## src/rtl/blowfish_round_seq.sv

```systemverilog
// blowfish_round_seq
//   Sequencer for one Blowfish block (16 Feistel rounds plus output whitening).
//   It uses an external P-array store and an external combinational F unit.
//   One round is done per clock, so a block needs 18 cycles from the accept
//   edge to out_valid.
//
//   Optional feature: define BF_SEQ_ABORT_EN to add the `abort` input. That
//   input cancels a block that is in flight.
//
// Ports
//   clk       clock; all state changes on the rising edge
//   rst       synchronous, active-high reset
//   abort     (BF_SEQ_ABORT_EN only) drop the block in progress, back to IDLE
//   in_valid  a block and mode are offered
//   in_ready  high only in IDLE
//   pt        input block {left[63:32], right[31:0]}
//   mode      0 = encrypt, 1 = decrypt; sampled at accept
//   p_idx     subkey index 0..17 sent to the P-array store (0 when idle)
//   p_val     P[p_idx], returned combinationally
//   f_in      operand for the F unit (0 outside ROUND)
//   f_out     F(f_in), returned combinationally
//   out_valid ct holds a finished block
//   out_ready consumer takes ct
//   ct        result block {left, right}
module blowfish_round_seq (
  input  logic        clk,
  input  logic        rst,
`ifdef BF_SEQ_ABORT_EN
  input  logic        abort,
`endif
  input  logic        in_valid,
  output logic        in_ready,
  input  logic [63:0] pt,
  input  logic        mode,
  output logic [4:0]  p_idx,
  input  logic [31:0] p_val,
  output logic [31:0] f_in,
  input  logic [31:0] f_out,
  output logic        out_valid,
  input  logic        out_ready,
  output logic [63:0] ct
);

  typedef enum logic [2:0] {IDLE, ROUND, FIN_A, FIN_B, DONE} state_t;

  state_t      state;
  logic [31:0] l_half;
  logic [31:0] r_half;
  logic [31:0] ctr_r;
  logic        mode_r;
  logic [3:0]  rnd;
  logic        abort_hit;
  logic        busy;

`ifdef BF_SEQ_ABORT_EN
  assign abort_hit = abort;
`else
  assign abort_hit = 1'b0;
`endif

  // Abort only takes effect while the block is still being computed.
  assign busy = (state == ROUND) || (state == FIN_A) || (state == FIN_B);

  // Decrypt walks the P-array backwards. FIN_A and FIN_B fetch the two
  // whitening subkeys: 16/17 for encrypt, 1/0 for decrypt.
  always_comb begin
    p_idx = 5'd0;
    f_in  = 32'd0;
    case (state)
      ROUND: begin
        p_idx = mode_r ? (5'd17 - {1'b0, rnd}) : {1'b0, rnd};
        f_in  = l_half ^ p_val;
      end
      FIN_A:   p_idx = mode_r ? 5'd1 : 5'd16;
      FIN_B:   p_idx = mode_r ? 5'd0 : 5'd17;
      default: ;
    endcase
  end

  always_ff @(posedge clk) begin
    if (rst) begin
      state     <= IDLE;
      l_half    <= 32'd0;
      r_half    <= 32'd0;
      ctr_r     <= 32'd0;
      mode_r    <= 1'b0;
      rnd       <= 4'd0;
      ct        <= 64'd0;
      out_valid <= 1'b0;
      in_ready  <= 1'b1;
    end else if (abort_hit && busy) begin
      // ct keeps the previous result; the partial block is dropped.
      state    <= IDLE;
      in_ready <= 1'b1;
    end else begin
      case (state)
        IDLE: if (in_valid && in_ready) begin
          l_half   <= pt[63:32];
          r_half   <= pt[31:0];
          mode_r   <= mode;
          rnd      <= 4'd0;
          in_ready <= 1'b0;
          state    <= ROUND;
        end
        ROUND: begin
          // Feistel round with the swap folded in:
          // new R = L^P, new L = R^F(L^P).
          r_half <= l_half ^ p_val;
          l_half <= r_half ^ f_out;
          if (rnd == 4'd15) state <= FIN_A;
          else              rnd   <= rnd + 4'd1;
        end
        FIN_A: begin
          // The held L is the pre-swap right half. Whiten it into ct's low word.
          ctr_r <= l_half ^ p_val;
          state <= FIN_B;
        end
        FIN_B: begin
          ct        <= {r_half ^ p_val, ctr_r};
          out_valid <= 1'b1;
          state     <= DONE;
        end
        DONE: if (out_ready) begin
          out_valid <= 1'b0;
          in_ready  <= 1'b1;
          state     <= IDLE;
        end
        default: state <= IDLE;
      endcase
    end
  end

endmodule

```

## config.mk

```make
export PLATFORM = sky130hd
export DESIGN_NAME = blowfish_round_seq
export DESIGN_NICKNAME = d
export VERILOG_FILES = /design/src/rtl/blowfish_round_seq.sv
export SDC_FILE = /design/constraint.sdc
export NUM_CORES = 1
export LEC_CHECK = 0
export CAP_MARGIN = 20
export CORE_MARGIN = 1.5
export CORE_UTILIZATION = 35
export CTS_CLUSTER_DIAMETER = 120
export DETAILED_ROUTE_END_ITERATION = 12
export HOLD_SLACK_MARGIN = 0.05
export PLACE_DENSITY = 0.68
export SYNTH_ARGS = -nofsm -noshare
export SYNTH_HDL_FRONTEND = slang
export SYNTH_SLANG_ARGS = --single-unit
```

## constraint.sdc

```tcl
create_clock -name clk -period 2.34 [get_ports clk]
set_clock_uncertainty 0.05 [all_clocks]
set_input_delay 0.702 -clock clk [delete_from_list [all_inputs] [get_ports clk]]
set_output_delay 0.702 -clock clk [all_outputs]
set_load 0.01 [all_outputs]
```

# --- Word-level counts from Yosys, hierarchy flattened ---
# Index checks and enable logic that the tools add are counted.
# W data, S select, Z words.
totals:
  ff_bits: 170
  latch_bits: 0
  ramBits: 0
  mem_bits_ro: 0
  in_bits: 133
  out_inout_bits: 103
  word_cells: 55
  n_memories: 0
classes:
  addsub: 2
  mul: 0
  n_div: 0
  n_lt_le_gt_ge: 0
  eq_ne: 9
  shift: 0
  muxes: 21
  bitwise_logic: 3
  reduce_logical: 11
ops:
  columns: ["operator", "n"]
  rows:
  - ["$pmux W32 S2", 2]
  - ["$mux W32", 3]
  - ["$xor A32 B32 Y32", 3]
  - ["$mux W5", 3]
  - ["$pmux W3 S5", 1]
  - ["$pmux W5 S3", 1]
  - ["$mux W3", 3]
  - ["$reduce_and A3 Y1", 3]
  - ["$mux W4", 2]
  - ["$pmux W4 S2", 1]
  - ["$eq A3 B2 Y1 const B", 2]
  - ["$ne A2 B2 Y1 const B", 3]
  - ["$reduce_and A2 Y1", 3]
  - ["$reduce_bool A2 Y1", 3]
  - ["$sub A5 B4 Y5 const A", 1]
  - ["$add A4 B1 Y4 const B", 1]
  - ["$eq A4 B4 Y1 const B", 1]
  - ["$pmux W1 S2", 2]
  - ["$eq A3 B1 Y1 const B", 1]
  - ["$eq A3 B3 Y1 const B", 1]
  - ["$logic_not A3 Y1", 1]
  - ["$mux W1", 3]
  - ["$ne A2 B1 Y1 const B", 1]
  - ["$logic_and A1 B1 Y1", 1]

# --- Depth between registers and ports, before layout ---
depth:
  depth_word: 3
  depth_mapped: 7
  mapped_depth_nobuf: 5

# --- Worst setup path before layout ---
# Ideal clock, no wire load.
synth_path:
  path_type: "flip-flop to output port"
  from: "register state[2]"
  to: "output port f_in[10]"
  arrival_time_ps: 1434
  required_time_ps: 1588
  path_slack_ps: 154
  stages_incl_launch_ff: 7
  n_path_buf: 4
  cell_sequence: "dfxtp_1 -> buf_6 -> or3b_1 -> buf_6 -> buf_2 -> buf_2 -> nor2_1"
synth_via:
  elab_chain_len: 2
synth_lines:
  columns: ["element", "line_no", "rtl"]
  rows:
  - ["from (decl)", "46", "state_t state;"]
  - ["from (signal assigned)", "82", "state <= IDLE;"]
  - ["from (signal assigned)", "93", "state <= IDLE;"]
  - ["from (signal assigned)", "103", "state <= ROUND;"]
  - ["$eq A3 B1 Y1", "69", "case (state)"]
  - ["$mux W32", "69", null]
  - ["to (decl)", "37", "output logic [31:0] f_in,"]
# Every way passes these cells.

# --- Worst setup path in the final report ---
layout_path:
  from: "register state[2]"
  to: "output port f_in[24]"
# Same word-level chain as after synthesis.

==> qor.yml <==
max_slew_margin: 0.5933
dieHeight_um: 153.1
pre_cts_slack_ns: -0.4843
crit_chain: "or3b_4 -> buf_12 -> nor2_2 -> clkdlybuf4s15_2"
syn_area_um2: 7886
setup_viol: 36
drtIter0Drc: 374
violations: "DRC, setup timing"
critical-path-slowest-cell: "or3b_4"
max_stage_delay_ns: 0.45
p_int_w: 0.007381
cts-root-buf: "clkbuf_16"
synth_most_common_cell: "dfxtp_1"
outcome: "complete, but fails checks"
hold_viol: 0
grt_max_degree: 55
cts_tree: "done"
grt.overflow.total: 0
die_w_um: 153.1
synth.largest_area_cell: "dfxtp_1"
place_inst: 1430
grt_pass1_wl_um: 38590
area_growth_pct: 50.18
cp-start-kind: "flop"
max_freq_mhz: 394.6
finalCritPeriodShare: 1.083
hold_path_class: "reg2reg"
antenna_found_initial: 0
ys.flop_type: "dfxtp_1"
endpoint_kind: "primary output"
die_area_um2: 23440
port_buffers: 235
ys_ff_latch: 170
route.detailed.drc: 14
diodes: 0
cts_max_path_buffers: 2
fin_nets: 1318
p_total_w: 0.01136
ys_top_cells_by_area: "dfxtp_1 (43%), nor2_1 (8.0%), xnor2_1 (7.3%), a211oi_1 (6.2%), a2111oi_2 (5.7%)"
synth_edf_count: 0
grt_usage: 0.2065
synth_cell_type_count: 44
p_sw_frac: 0.3500
worstPathArrival_ns: 1.78
p_leak_nw: 4.421
period_needed_ns: 2.534
yosysSeqAreaShare: 0.4315
yosysWarnings: 0
fillers: 2011
async_reset_ff_frac: 0
cts_sinks: 170
synthCells: 896
rsz0062_at_grt: "true"
power_frac_comb: 0.398
finalNonFillerCells: 1475
setup_slack_ns: -0.1941
syn_nets: 1032
yosysTopAreaCellShare: 0.4315
start_util: 0.3591
core.rowCount: 54
h-tree-depth: 4
final_antenna_net_count: 0
cts_inserted_buffers: 17
gp_congestion: 0.8106
worstMarginPinSlew_ns: 0.6101
maxSlewViolCount: 0
finalWirelength_um: 24320
p_clk_frac: 0.248
firstDrtPassIters: 9
p_sw_w: 0.003975
worstSetupPathType: "reg2out"
syn_avg_cell_area_um2: 8.802
core_area_um2: 21960
vias_per_cell: 5.071
final_layout_size_suffix_gt1_frac: 0.2109
cts_hold_buf: 0
place_hpwl_um: 16780
cp_max_fo: 21
grt_pass1_vias: 7227
synth_commonest_cells: "dfxtp_1 (170), nor2_1 (168), a21oi_1 (72)"
ios: 236
routedWlPerCell_um: 16.49
powerDensity_nw_per_um2: 958.8
clock_latency_ns: 0.42
cap_violations: 0
pwr-share-seq: 0.354
required_ns: 1.59
cts.clk_slew.worst_paths_ns: 0.07
routed-via-count: 7480
max-vdd-ir-drop_v: 0.0004437
final timing paths:
path | slack [ns] | to | cells after the start | start
setup / recovery | -0.19 | f_in[24] | 4 | state[2]
setup reg to reg | 0.24 | l_half[21] | 6 | state[2]
hold reg to reg | 0.40 | ct[26] | 2 | ctr_r[26]
hold / removal | 0.40 | ct[26] | 2 | ctr_r[26]
sequential cells by signal, summed over array words and instances (netlist names):
register and cells:
ct 64, ctr_r 32, in_ready 1, l_half 32, mode_r 1, out_valid 1
r_half 32, rnd 4, state 3
repair_timing:
action                     4_1_cts  5_1_grt
cloned                           0        2
pin swaps                        2        5
resized for setup              142       38
setup buffers                    1       10
setup endpoints to repair       37       37
placed cells by master (no fill, tap or decap), types with 30 or more instances in the layout:
cell type / count
a211oi_1: 65
nor3_1: 33
xor2_1: 33
clkdlybuf4s50_1: 197
buf_4: 99
nor2_1: 148
buf_2: 32
a21oi_1: 72
xnor2_1: 62
nand2_1: 67
a2111oi_2: 30
dfxtp_1: 169
o311a_1: 32
or3_1: 33
worst max-delay path: cells and delay by family, from the launching register on:
family	cells	cell delay, ns
AND/OR/NAND/NOR	2	0.59
buffers and inverters	2	0.43
flip-flops	1	0.33
logic make-up after synthesis:
family,count (synthesis),share of synthesized area
mux,3,0.003966
compound gates,214,0.2207
simple gates,320,0.1774
xor+xnor,99,0.1099
fa+ha+maj,3,0.004760
flops,170,0.4315
buf+inv,87,0.05172
routing by layer:
layer,part of all wire,GRT usage
met4,0.022,0.07470
met1,0.46,0.2769
met3,0.056,0.03232
met2,0.47,0.3357
met5,0,0
power by group through the flow:
| stage | logic [W] | clock network (W) | registers, W |
|---|---|---|---|
| 2_1_floorplan | 0.00258 | 0 | 0.00398 |
| 3_3_place_gp | 0.00433 | 0 | 0.00405 |
| 3_5_place_dp | 0.00438 | 0 | 0.00406 |
| 4_1_cts | 0.00434 | 0.00288 | 0.00401 |
| 5_1_grt | 0.00493 | 0.00301 | 0.00409 |
| 6_report | 0.00452 | 0.00282 | 0.00402 |
metrics by stage:
| step | setup TNS (ns) | area (µm²) | hold WS, ns | utilization |
|---|---|---|---|---|
| 2_1_floorplan | 0 | 7886 | 0.3823 | - |
| 3_3_place_gp | -12.23 | 11170 | 0.3877 | 0.5088 |
| 3_5_place_dp | -12.80 | 11170 | 0.3920 | 0.5088 |
| 4_1_cts | -3.864 | 11720 | 0.3989 | 0.5337 |
| 5_1_grt | -4.507 | 11840 | 0.4195 | 0.5394 |
| 6_report | -2.434 | 11840 | 0.3991 | 0.5394 |
layout make-up:
class,instances,area (µm²),area share
Clock inverter,13,133.9,0.01130
Inverter,3,11.26,0.0009508
Timing Repair Buffer,351,3271,0.2761
Clock buffer,19,452.9,0.03824
Multi-Input combinational cell,639,4220,0.3563
Tap cell,280,350.3,0.02958
Sequential cell,170,3405,0.2874
Note: power is estimated with default switching activity, not from simulation.
